<file path="src/rtl/mul_div_unit_if.sv">
// mul_div_unit_if: operand/request and result handshake bundle for the iterative RV32M multiply/divide unit.
interface mul_div_unit_if #(
  parameter int DATA_WIDTH   = 32,
  parameter int FUNCT_LENGTH = 3
);
  logic                    Start;
  logic                    Flush;
  logic [FUNCT_LENGTH-1:0] Funct3;
  logic [DATA_WIDTH-1:0]   SrcA;
  logic [DATA_WIDTH-1:0]   SrcB;
  logic                    Busy;
  logic                    Done;
  logic [DATA_WIDTH-1:0]   MDResult;
  modport master (output Start, Flush, Funct3, SrcA, SrcB, input Busy, Done, MDResult);
  modport slave  (input Start, Flush, Funct3, SrcA, SrcB, output Busy, Done, MDResult);
endinterface

</file>
<file path="src/rtl/mul_div_unit.sv">
// mul_div_unit: radix-2 shift-add multiply / restoring divide over DATA_WIDTH cycles with Busy/Done handshake.
// Optional MDU_EARLY_OUT_EN: trivial requests (divide by zero, signed overflow, multiply by zero) skip CALC.
module mul_div_unit #(
  parameter int DATA_WIDTH   = 32,
  parameter int FUNCT_LENGTH = 3
) (
  input logic          clk,
  input logic          reset,
  mul_div_unit_if.slave bus
);
  localparam int W  = DATA_WIDTH;
  localparam int CW = $clog2(W);
  typedef enum logic [1:0] {IDLE, CALC, FIX} state_t;
  state_t state_q, state_d;
  logic [CW-1:0] cnt_q, cnt_d;
  logic [2*W-1:0] prod_q, prod_d, full;
  logic [W-1:0] b_q, b_d, res_q, res_d, ma, mb, diff, q_fix, r_fix;
  logic [FUNCT_LENGTH-1:0] op_q, op_d;
  logic neg_q, neg_d, negr_q, negr_d, done_q, done_d;
  logic sa, sb, is_div, ge;
  logic [W:0] madd;
  assign is_div = bus.Funct3[2];
  assign sa = bus.SrcA[W-1] & (is_div ? ~bus.Funct3[0] : (bus.Funct3[1] ^ bus.Funct3[0]));
  assign sb = bus.SrcB[W-1] & (is_div ? ~bus.Funct3[0] : (bus.Funct3[1:0] == 2'b01));
  assign ma = sa ? -bus.SrcA : bus.SrcA;
  assign mb = sb ? -bus.SrcB : bus.SrcB;
  // prod_q holds {acc, multiplier} for multiply and {remainder, quotient} for divide
  assign madd = {1'b0, prod_q[2*W-1:W]} + {1'b0, prod_q[0] ? b_q : {W{1'b0}}};
  assign ge   = prod_q[2*W-1:W-1] >= {1'b0, b_q};
  assign diff = prod_q[2*W-2:W-1] - b_q;
  assign full  = neg_q ? -prod_q : prod_q;
  assign q_fix = neg_q ? -prod_q[W-1:0] : prod_q[W-1:0];
  assign r_fix = negr_q ? -prod_q[2*W-1:W] : prod_q[2*W-1:W];
  always_comb begin
    state_d = state_q;
    cnt_d   = cnt_q;
    prod_d  = prod_q;
    b_d     = b_q;
    op_d    = op_q;
    neg_d   = neg_q;
    negr_d  = negr_q;
    res_d   = res_q;
    done_d  = 1'b0;
    case (state_q)
      IDLE: if (bus.Start && !bus.Flush) begin
        state_d = CALC;
        cnt_d   = '0;
        op_d    = bus.Funct3;
        b_d     = mb;
        prod_d  = {{W{1'b0}}, ma};
        neg_d   = (sa ^ sb) & (!is_div || bus.SrcB != '0);
        negr_d  = sa;
`ifdef MDU_EARLY_OUT_EN
        if (is_div && bus.SrcB == '0) begin
          state_d = FIX;
          prod_d  = {ma, {W{1'b1}}};
        end else if (is_div && !bus.Funct3[0] && bus.SrcA == {1'b1, {(W-1){1'b0}}} && &bus.SrcB) begin
          state_d = FIX;
          prod_d  = {{W{1'b0}}, bus.SrcA};
        end else if (!is_div && (bus.SrcA == '0 || bus.SrcB == '0)) begin
          state_d = FIX;
          prod_d  = '0;
        end
`else
`endif
      end
      CALC: if (bus.Flush) state_d = IDLE;
      else begin
        prod_d  = op_q[2] ? (ge ? {diff, prod_q[W-2:0], 1'b1} : {prod_q[2*W-2:0], 1'b0})
                          : {madd, prod_q[W-1:1]};
        cnt_d   = cnt_q + 1'b1;
        state_d = (cnt_q == CW'(W-1)) ? FIX : CALC;
      end
      FIX: begin
        state_d = IDLE;
        if (!bus.Flush) begin
          res_d  = op_q[2] ? (op_q[1] ? r_fix : q_fix)
                           : (op_q[1:0] == 2'b00 ? full[W-1:0] : full[2*W-1:W]);
          done_d = 1'b1;
        end
      end
      default: state_d = IDLE;
    endcase
  end
  always_ff @(posedge clk) begin
    if (reset) begin
      state_q <= IDLE;
      cnt_q   <= '0;
      prod_q  <= '0;
      b_q     <= '0;
      op_q    <= '0;
      neg_q   <= 1'b0;
      negr_q  <= 1'b0;
      res_q   <= '0;
      done_q  <= 1'b0;
    end else begin
      state_q <= state_d;
      cnt_q   <= cnt_d;
      prod_q  <= prod_d;
      b_q     <= b_d;
      op_q    <= op_d;
      neg_q   <= neg_d;
      negr_q  <= negr_d;
      res_q   <= res_d;
      done_q  <= done_d;
    end
  end
  assign bus.Busy     = state_q != IDLE;
  assign bus.Done     = done_q;
  assign bus.MDResult = res_q;
endmodule
</file>
<file path="src/flat_wrapper.sv">
// flat-port wrapper written by rule: the top's interface ports become plain ports
module mul_div_unit_flat 
#(
  parameter int DATA_WIDTH   = 32,
  parameter int FUNCT_LENGTH = 3
)
  (clk, reset, bus_Start, bus_Flush, bus_Funct3, bus_SrcA, bus_SrcB, bus_Busy, bus_Done, bus_MDResult);
  mul_div_unit_if #(.DATA_WIDTH(DATA_WIDTH), .FUNCT_LENGTH(FUNCT_LENGTH)) bus_i ();
  input logic clk;
  input logic reset;
  input wire logic [$bits(bus_i.Start)-1:0] bus_Start;
  input wire logic [$bits(bus_i.Flush)-1:0] bus_Flush;
  input wire logic [$bits(bus_i.Funct3)-1:0] bus_Funct3;
  input wire logic [$bits(bus_i.SrcA)-1:0] bus_SrcA;
  input wire logic [$bits(bus_i.SrcB)-1:0] bus_SrcB;
  output wire logic [$bits(bus_i.Busy)-1:0] bus_Busy;
  output wire logic [$bits(bus_i.Done)-1:0] bus_Done;
  output wire logic [$bits(bus_i.MDResult)-1:0] bus_MDResult;
  assign bus_i.Start = bus_Start;
  assign bus_i.Flush = bus_Flush;
  assign bus_i.Funct3 = bus_Funct3;
  assign bus_i.SrcA = bus_SrcA;
  assign bus_i.SrcB = bus_SrcB;
  assign bus_Busy = bus_i.Busy;
  assign bus_Done = bus_i.Done;
  assign bus_MDResult = bus_i.MDResult;
  mul_div_unit #(.DATA_WIDTH(DATA_WIDTH), .FUNCT_LENGTH(FUNCT_LENGTH)) u_core (.clk(clk), .reset(reset), .bus(bus_i));
endmodule
</file>
<file path="config.mk">
export PLATFORM = sky130hd
export DESIGN_NAME = mul_div_unit_flat
export DESIGN_NICKNAME = d
export VERILOG_FILES = /design/src/rtl/mul_div_unit_if.sv /design/src/rtl/mul_div_unit.sv /design/src/flat_wrapper.sv
export SDC_FILE = /design/constraint.sdc
export NUM_CORES = 1
export LEC_CHECK = 0
export CAP_MARGIN = 25
export CORE_UTILIZATION = 55
export DETAILED_ROUTE_END_ITERATION = 8
export GPL_TIMING_DRIVEN = 1
export PLACE_DENSITY = 0.76
export RECOVER_POWER = 50
export SYNTH_ARGS = -nofsm -noshare
export SYNTH_HDL_FRONTEND = slang
export SYNTH_SLANG_ARGS = --single-unit
</file>
<file path="constraint.sdc">
create_clock -name clk -period 3.8 [get_ports clk]
set_input_delay 1.14 -clock clk [delete_from_list [all_inputs] [get_ports clk]]
set_output_delay 1.14 -clock clk [all_outputs]
set_load 0.1 [all_outputs]
</file>
## Word level (Yosys, flattened, before mapping)

Cells that the tools add are included.

| word-level totals | value |
|---|---|
| input port bits | 71 |
| word-level logic and storage cells | 69 |
| bits in registers | 141 |
| output and inout bits | 34 |

| cells by class | value |
|---|---|
| eq/ne operators | 6 |
| $lt $le $gt $ge | 1 |
| bitwise gates (word level) | 8 |
| add/subtract/negate cells | 8 |
| multiplexer cells | 24 |
| reductions and logical operators | 13 |

Operators by type and width:

| cell | number |
|---|---|
| two-way mux 64 bit | 5 |
| two-way mux 32 bit | 8 |
| negator 32 bit | 4 |
| one-hot mux 64 bit (2 select lines) | 1 |
| negator 64 bit | 1 |
| adder 32 x 32 -> 33 bit | 1 |
| greater-or-equal comparator 33 x 32 -> 1 bit | 1 |
| nonzero test 32 bit | 1 |
| subtractor 32 bit | 1 |
| two-way mux 5 bit | 2 |
| one-hot mux 5 bit (2 select lines) | 1 |
| two-way mux 2 bit | 3 |
| adder 5 x 1 -> 5 bit (second input constant) | 1 |
| == test 5 bit (second input constant) | 1 |
| == test 2 x 1 -> 1 bit (second input constant) | 2 |
| logical NOT 2 bit | 2 |
| one-hot mux 2 bit (2 select lines) | 1 |
| AND reduction 2 bit | 2 |
| nonzero test 2 bit | 2 |
| bitwise AND 1 bit | 3 |
| two-way mux 1 bit | 3 |
| NOT 1 bit | 3 |
| AND reduction 3 bit | 1 |
| == test 2 bit (second input constant) | 1 |
| other kinds (7) | 9 |

## Depth between registers and ports, before layout

| depth | value |
|---|---|
| word-level depth | 6 |
| gate-level depth with buffers | 13 |
| depth with buffers taken out | 13 |

## Worst setup path after synthesis

No wires, ideal clock.

| timing path | value |
|---|---|
| path type | input to register |
| start point | input bus_SrcB[9] |
| end point | register u_core.b_q[26] |
| required time | 3.714 ns |
| cell stages on the path | 8 |
| setup time | 0.086 ns |
| path slack | 0.180 ns |
| arrival time | 3.535 ns |
| path buffers | 0 |
| path through | or3_1 or3_1 or2_2 or4_1 nor3_1 a31oi_1 xnor2_1 a211oi_1 |

| between the ends | value |
|---|---|
| cells in the longest elaborated chain, start to end | 2 |

Ends and longest elaborated chain:

| what | line | source |
|---|---|---|
| from (decl) | flat_wrapper.sv:15 | `input wire logic [$bits(bus_i.SrcB)-1:0] bus_SrcB;` |
| negator 32 bit | mul_div_unit.sv:26 | `assign mb = sb ? -bus.SrcB : bus.SrcB;` |
| two-way mux 32 bit | mul_div_unit.sv:26 |  |
| to (signal assigned) | mul_div_unit.sv:90 | `b_q <= '0;` |
| to (signal assigned) | mul_div_unit.sv:100 | `b_q <= b_d;` |
| to (decl) | mul_div_unit.sv:17 | `logic [W-1:0] b_q, b_d, res_q, res_d, ma, mb, diff, q_fix, r_fix;` |

No other way between the ends.
A chain may end at the register's enable or synchronous reset.

## Worst setup path in the final report

| timing path | value |
|---|---|
| start point | register u_core.b_q[6] |
| end point | register u_core.prod_q[60] |

| between the ends | value |
|---|---|
| cells in the longest elaborated chain, start to end | 5 |
| elaborated cells on any way between the ends | 8 |
| those cells by class | 2 x add/sub; 1 x order compare; 5 x mux |

Ends and longest elaborated chain:

| what | line | source |
|---|---|---|
| two-way mux 32 bit, or another cell as far along | mul_div_unit.sv:28 | `assign madd = {1'b0, prod_q[2*W-1:W]} + {1'b0, prod_q[0] ? b_q : {W{1'b0}}};` |
| adder 32 x 32 -> 33 bit or two-way mux 64 bit (tied branches) | mul_div_unit.sv:28, mul_div_unit.sv:69 |  |
| two-way mux 64 bit * | mul_div_unit.sv:69 | `prod_d = op_q[2] ? (ge ? {diff, prod_q[W-2:0], 1'b1} : {prod_q[2*W-2:0], 1'b0})` |
| two-way mux 64 bit * | mul_div_unit.sv:67 | `CALC: if (bus.Flush) state_d = IDLE;` |
| one-hot mux 64 bit (2 select lines) * | mul_div_unit.sv:44 | `case (state_q)` |
| to (signal assigned) | mul_div_unit.sv:99 | `prod_q <= prod_d;` |
| to (decl) | mul_div_unit.sv:16 | `logic [2*W-1:0] prod_q, prod_d, full;` |

Every way passes the cells marked *; elsewhere a longest branch is shown, timed or not. The select of a mux whose other input is x is not followed.

==> impl_metrics.yaml <==
place:
  preCtsSetupSlack_ns: -0.135
  io_buffer_count: 104
  dpl.hpwl_um: 35100
  finalWeightedCongestion: 0.996
  dpl.cell_count: 2264
outcome:
  status: "finished, violations left"
  failed_checks: "max-capacitance violations, max-slew violations"
sta:
  fin_crit_ns: 3.60
  setup_viol: 0
  tightest_slew_ns: 1.67
  fmax_mhz: 278
  rsz0062_at_grt: "no"
  drv_slew: 37
  holdWs_ns: 0.435
  finalCritPeriodShare: 0.948
  max-slew-margin-rel: -0.115
  finalHoldViolCount: 0
  skew_ns: 0.0103
  fin_tns_setup_ns: 0
  finalWorstSetupSlack_ns: 0.198
route:
  vias: 14800
  firstDrtPassIters: 8
  vias_per_cell: 6.45
  drt_wl_total_um: 46500
  first_iter_violations: 1791
  remaining_drc_errors: 0
  ant_nets: 0
  routedWlPerCell_um: 20.2
synthesis:
  ys_ff_latch: 141
  async_reset_ff_frac: 0
  synth_area_mm2: 0.0135
  synth-edff-count: 0
  syn_avg_cell_area_um2: 7.19
  yosysSeqAreaShare: 0.210
  netlist-cell-type-count: 76
  ys.flop_type: "dfxtp_1"
  synth_nets: 2016
  yosysWarnings: 0
  postSynthCellCount: 1872
finish:
  n_antenna_cell: 0
  n_fill_cell: 2198
  nNetsFinal: 2108
  area_growth_pct: 14.9
  layout-drive-gt1-share: 0.0805
  final_cells: 2295
clock_tree:
  clk_latency_ns: 0.43
  htree_levels: 4
  postCtsSetupBuffers: 0
  cts_buffer_depth: 2
  cts_buffers: 17
  clockRootBuffer: "clkbuf_16"
  clock_sinks: 141
  cts_tree: "done"
  clk_pin_slew_ns: 0.06
grt:
  gr-total-overflow: 0
  grt_max_degree: 72
  track_usage: 0.371
  antenna_found_initial: 0
  grt_pass1_wl_um: 71700
  grt_pass1_vias: 13100
worst_setup_path:
  crit_path_end_kind: "flop"
  r2r-start: "u_core.b_q[6]$_SDFFE_PP0P_"
  path_class: "reg2reg"
  crit_fanout: 2
  startpoint: "u_core.b_q[6]$_SDFFE_PP0P_"
  start_kind: "flop"
  arrival_ns: 3.93
  cp.required_ns: 4.13
power_and_ir_drop:
  vdd_ir_drop_max_mv: 0.179
  power.leakage_nw: 6.27
  power_density_mw_per_mm2: 289
min_path:
  hp-class: "reg2reg"
  hp-start: "u_core.bus.MDResult[4]$_SDFFE_PP0P_"
floorplanning:
  io_pins: 105
  die_y_um: 158
  num_rows: 56
  die_w_um: 158
  initial_utilization: 0.567
  die-area_mm2: 0.0251
  coreArea_mm2: 0.0238
flow_run:
  cap_violations: 1
-- where the power goes --
part	leakage (nW)	internal (mW)	switching [mW]	total (mW)
clock	0.266	0.870	0.725	1.59
sequential	1.15	1.54	0.0791	1.61
combinational	4.86	0.499	0.761	1.26
-- cells by family (layout without fill, tap and decap cells) --
logic type	Yosys count	in the layout	synth area share
AO/OA/AOI/OAI	598	598	0.293
XOR/XNOR	186	186	0.121
adder cells (fa/ha/maj)	73	73	0.0689
buffers and inverters	203	307	0.0581
flip-flops	141	141	0.210
multiplexers	42	42	0.0313
AND/OR/NAND/NOR	629	629	0.218
-- through the flow --
step | utilization | area (µm²) | total power, mW
2_1_floorplan | - | 13500 | 2.44
3_3_place_gp | 0.635 | 15100 | 2.85
3_5_place_dp | 0.635 | 15100 | 2.87
4_1_cts | 0.658 | 15600 | 4.44
5_1_grt | 0.652 | 15500 | 4.64
6_report | 0.652 | 15500 | 4.47
-- worst paths after layout --
path                                                             to  slack (ns)  cells after the start
worst min-delay path            u_core.bus.MDResult[4]$_SDFFE_PP0P_        0.44                      2
worst max-delay path                 u_core.prod_q[60]$_SDFFE_PP0P_        0.20                     11
worst min register to register  u_core.bus.MDResult[4]$_SDFFE_PP0P_        0.44                      2
worst max register to register       u_core.prod_q[60]$_SDFFE_PP0P_        0.20                     11
-- routing by layer --
layer	up-vias	GRT usage	share of wire
met5	-	0	0
met4	0	0.151	0.041
met3	117	0.0664	0.098
met2	814	0.551	0.42
met1	6897	0.524	0.44
li1	6974	-	-
-- cell type report --
class                      instances  area (µm²)  area share
clock inverter                    12        87.6     0.00566
multi-input combinational       1528        9870       0.638
inverter                          72         270      0.0175
sequential                       141        2830       0.183
timing repair buffer             204        1570       0.102
clock buffer                      19         453      0.0293
tap                              319         399      0.0258
-- cells in the mapped netlist (all sizes together), types with 41 or more instances --
cell type / instances / share of area
a211oi: 57 / 0.032
a21o: 43 / 0.024
a21oi: 151 / 0.056
clkbuf: 118 / 0.033
dfxtp: 141 / 0.21
ha: 71 / 0.066
inv: 72 / 0.020
mux2i: 41 / 0.030
nand2: 196 / 0.055
nor2: 192 / 0.054
nor3: 50 / 0.019
o21ai: 120 / 0.045
xnor2: 103 / 0.067
xor2: 83 / 0.054
-- critical path, stage by stage, from the launching register on --
cell and delay (ns):
dfxtp_1 0.35, inv_1 0.13, nor2_1 0.20, ha_1 0.28
a2111o_1 0.43, o2111a_1 0.26, o2111ai_1 0.26, and2_0 0.34
o31ai_1 0.20, o41ai_2 0.35, mux2_2 0.38, o41ai_1 0.32
-- sequential cells by signal, indices dropped and copies added, names as in the netlist --
signal / cells
u_core.b_q: 32
u_core.bus.Done: 1
u_core.bus.MDResult: 32
u_core.cnt_q: 5
u_core.neg_q: 1
u_core.negr_q: 1
u_core.op_q: 3
u_core.prod_q: 64
u_core.state_q: 2
-- cell usage in the layout, fill, tap and decap left out, types with 6 or more instances in the layout --
cell type / netlist / final
a211oi_1: 57 / 57
a21o_1: 43 / 43
a21oi_1: 151 / 151
a221oi_1: 11 / 11
a22oi_1: 10 / 10
a311oi_1: 9 / 9
a31oi_1: 15 / 15
and2_1: 9 / 8
and3_1: 7 / 7
buf_4: 0 / 93
clkbuf_1: 117 / 39
clkbuf_16: 0 / 17
clkdlybuf4s50_1: 0 / 67
dfxtp_1: 141 / 139
ha_1: 71 / 71
inv_1: 72 / 72
mux2i_1: 41 / 41
nand2_1: 195 / 195
nand2b_1: 20 / 20
nand3_1: 29 / 29
nand3b_1: 8 / 8
nand4_1: 12 / 12
nor2_1: 192 / 192
nor2b_1: 15 / 14
nor3_1: 50 / 50
nor4_1: 18 / 18
o211ai_1: 38 / 38
o21a_1: 17 / 17
o21ai_0: 117 / 116
o21bai_1: 6 / 6
o221ai_1: 19 / 19
o22ai_1: 14 / 14
o31ai_1: 25 / 25
o41ai_1: 15 / 14
or2_2: 13 / 13
or3_1: 28 / 28
or4_1: 17 / 17
xnor2_1: 103 / 103
xor2_1: 83 / 83
-- repair_timing --
action,CTS,global route
hold buffers,0,0
endpoints found under the setup margin,0,1
resized for setup,0,1
endpoints found under the hold margin,0,0
(Power assumes the default switching activity.)
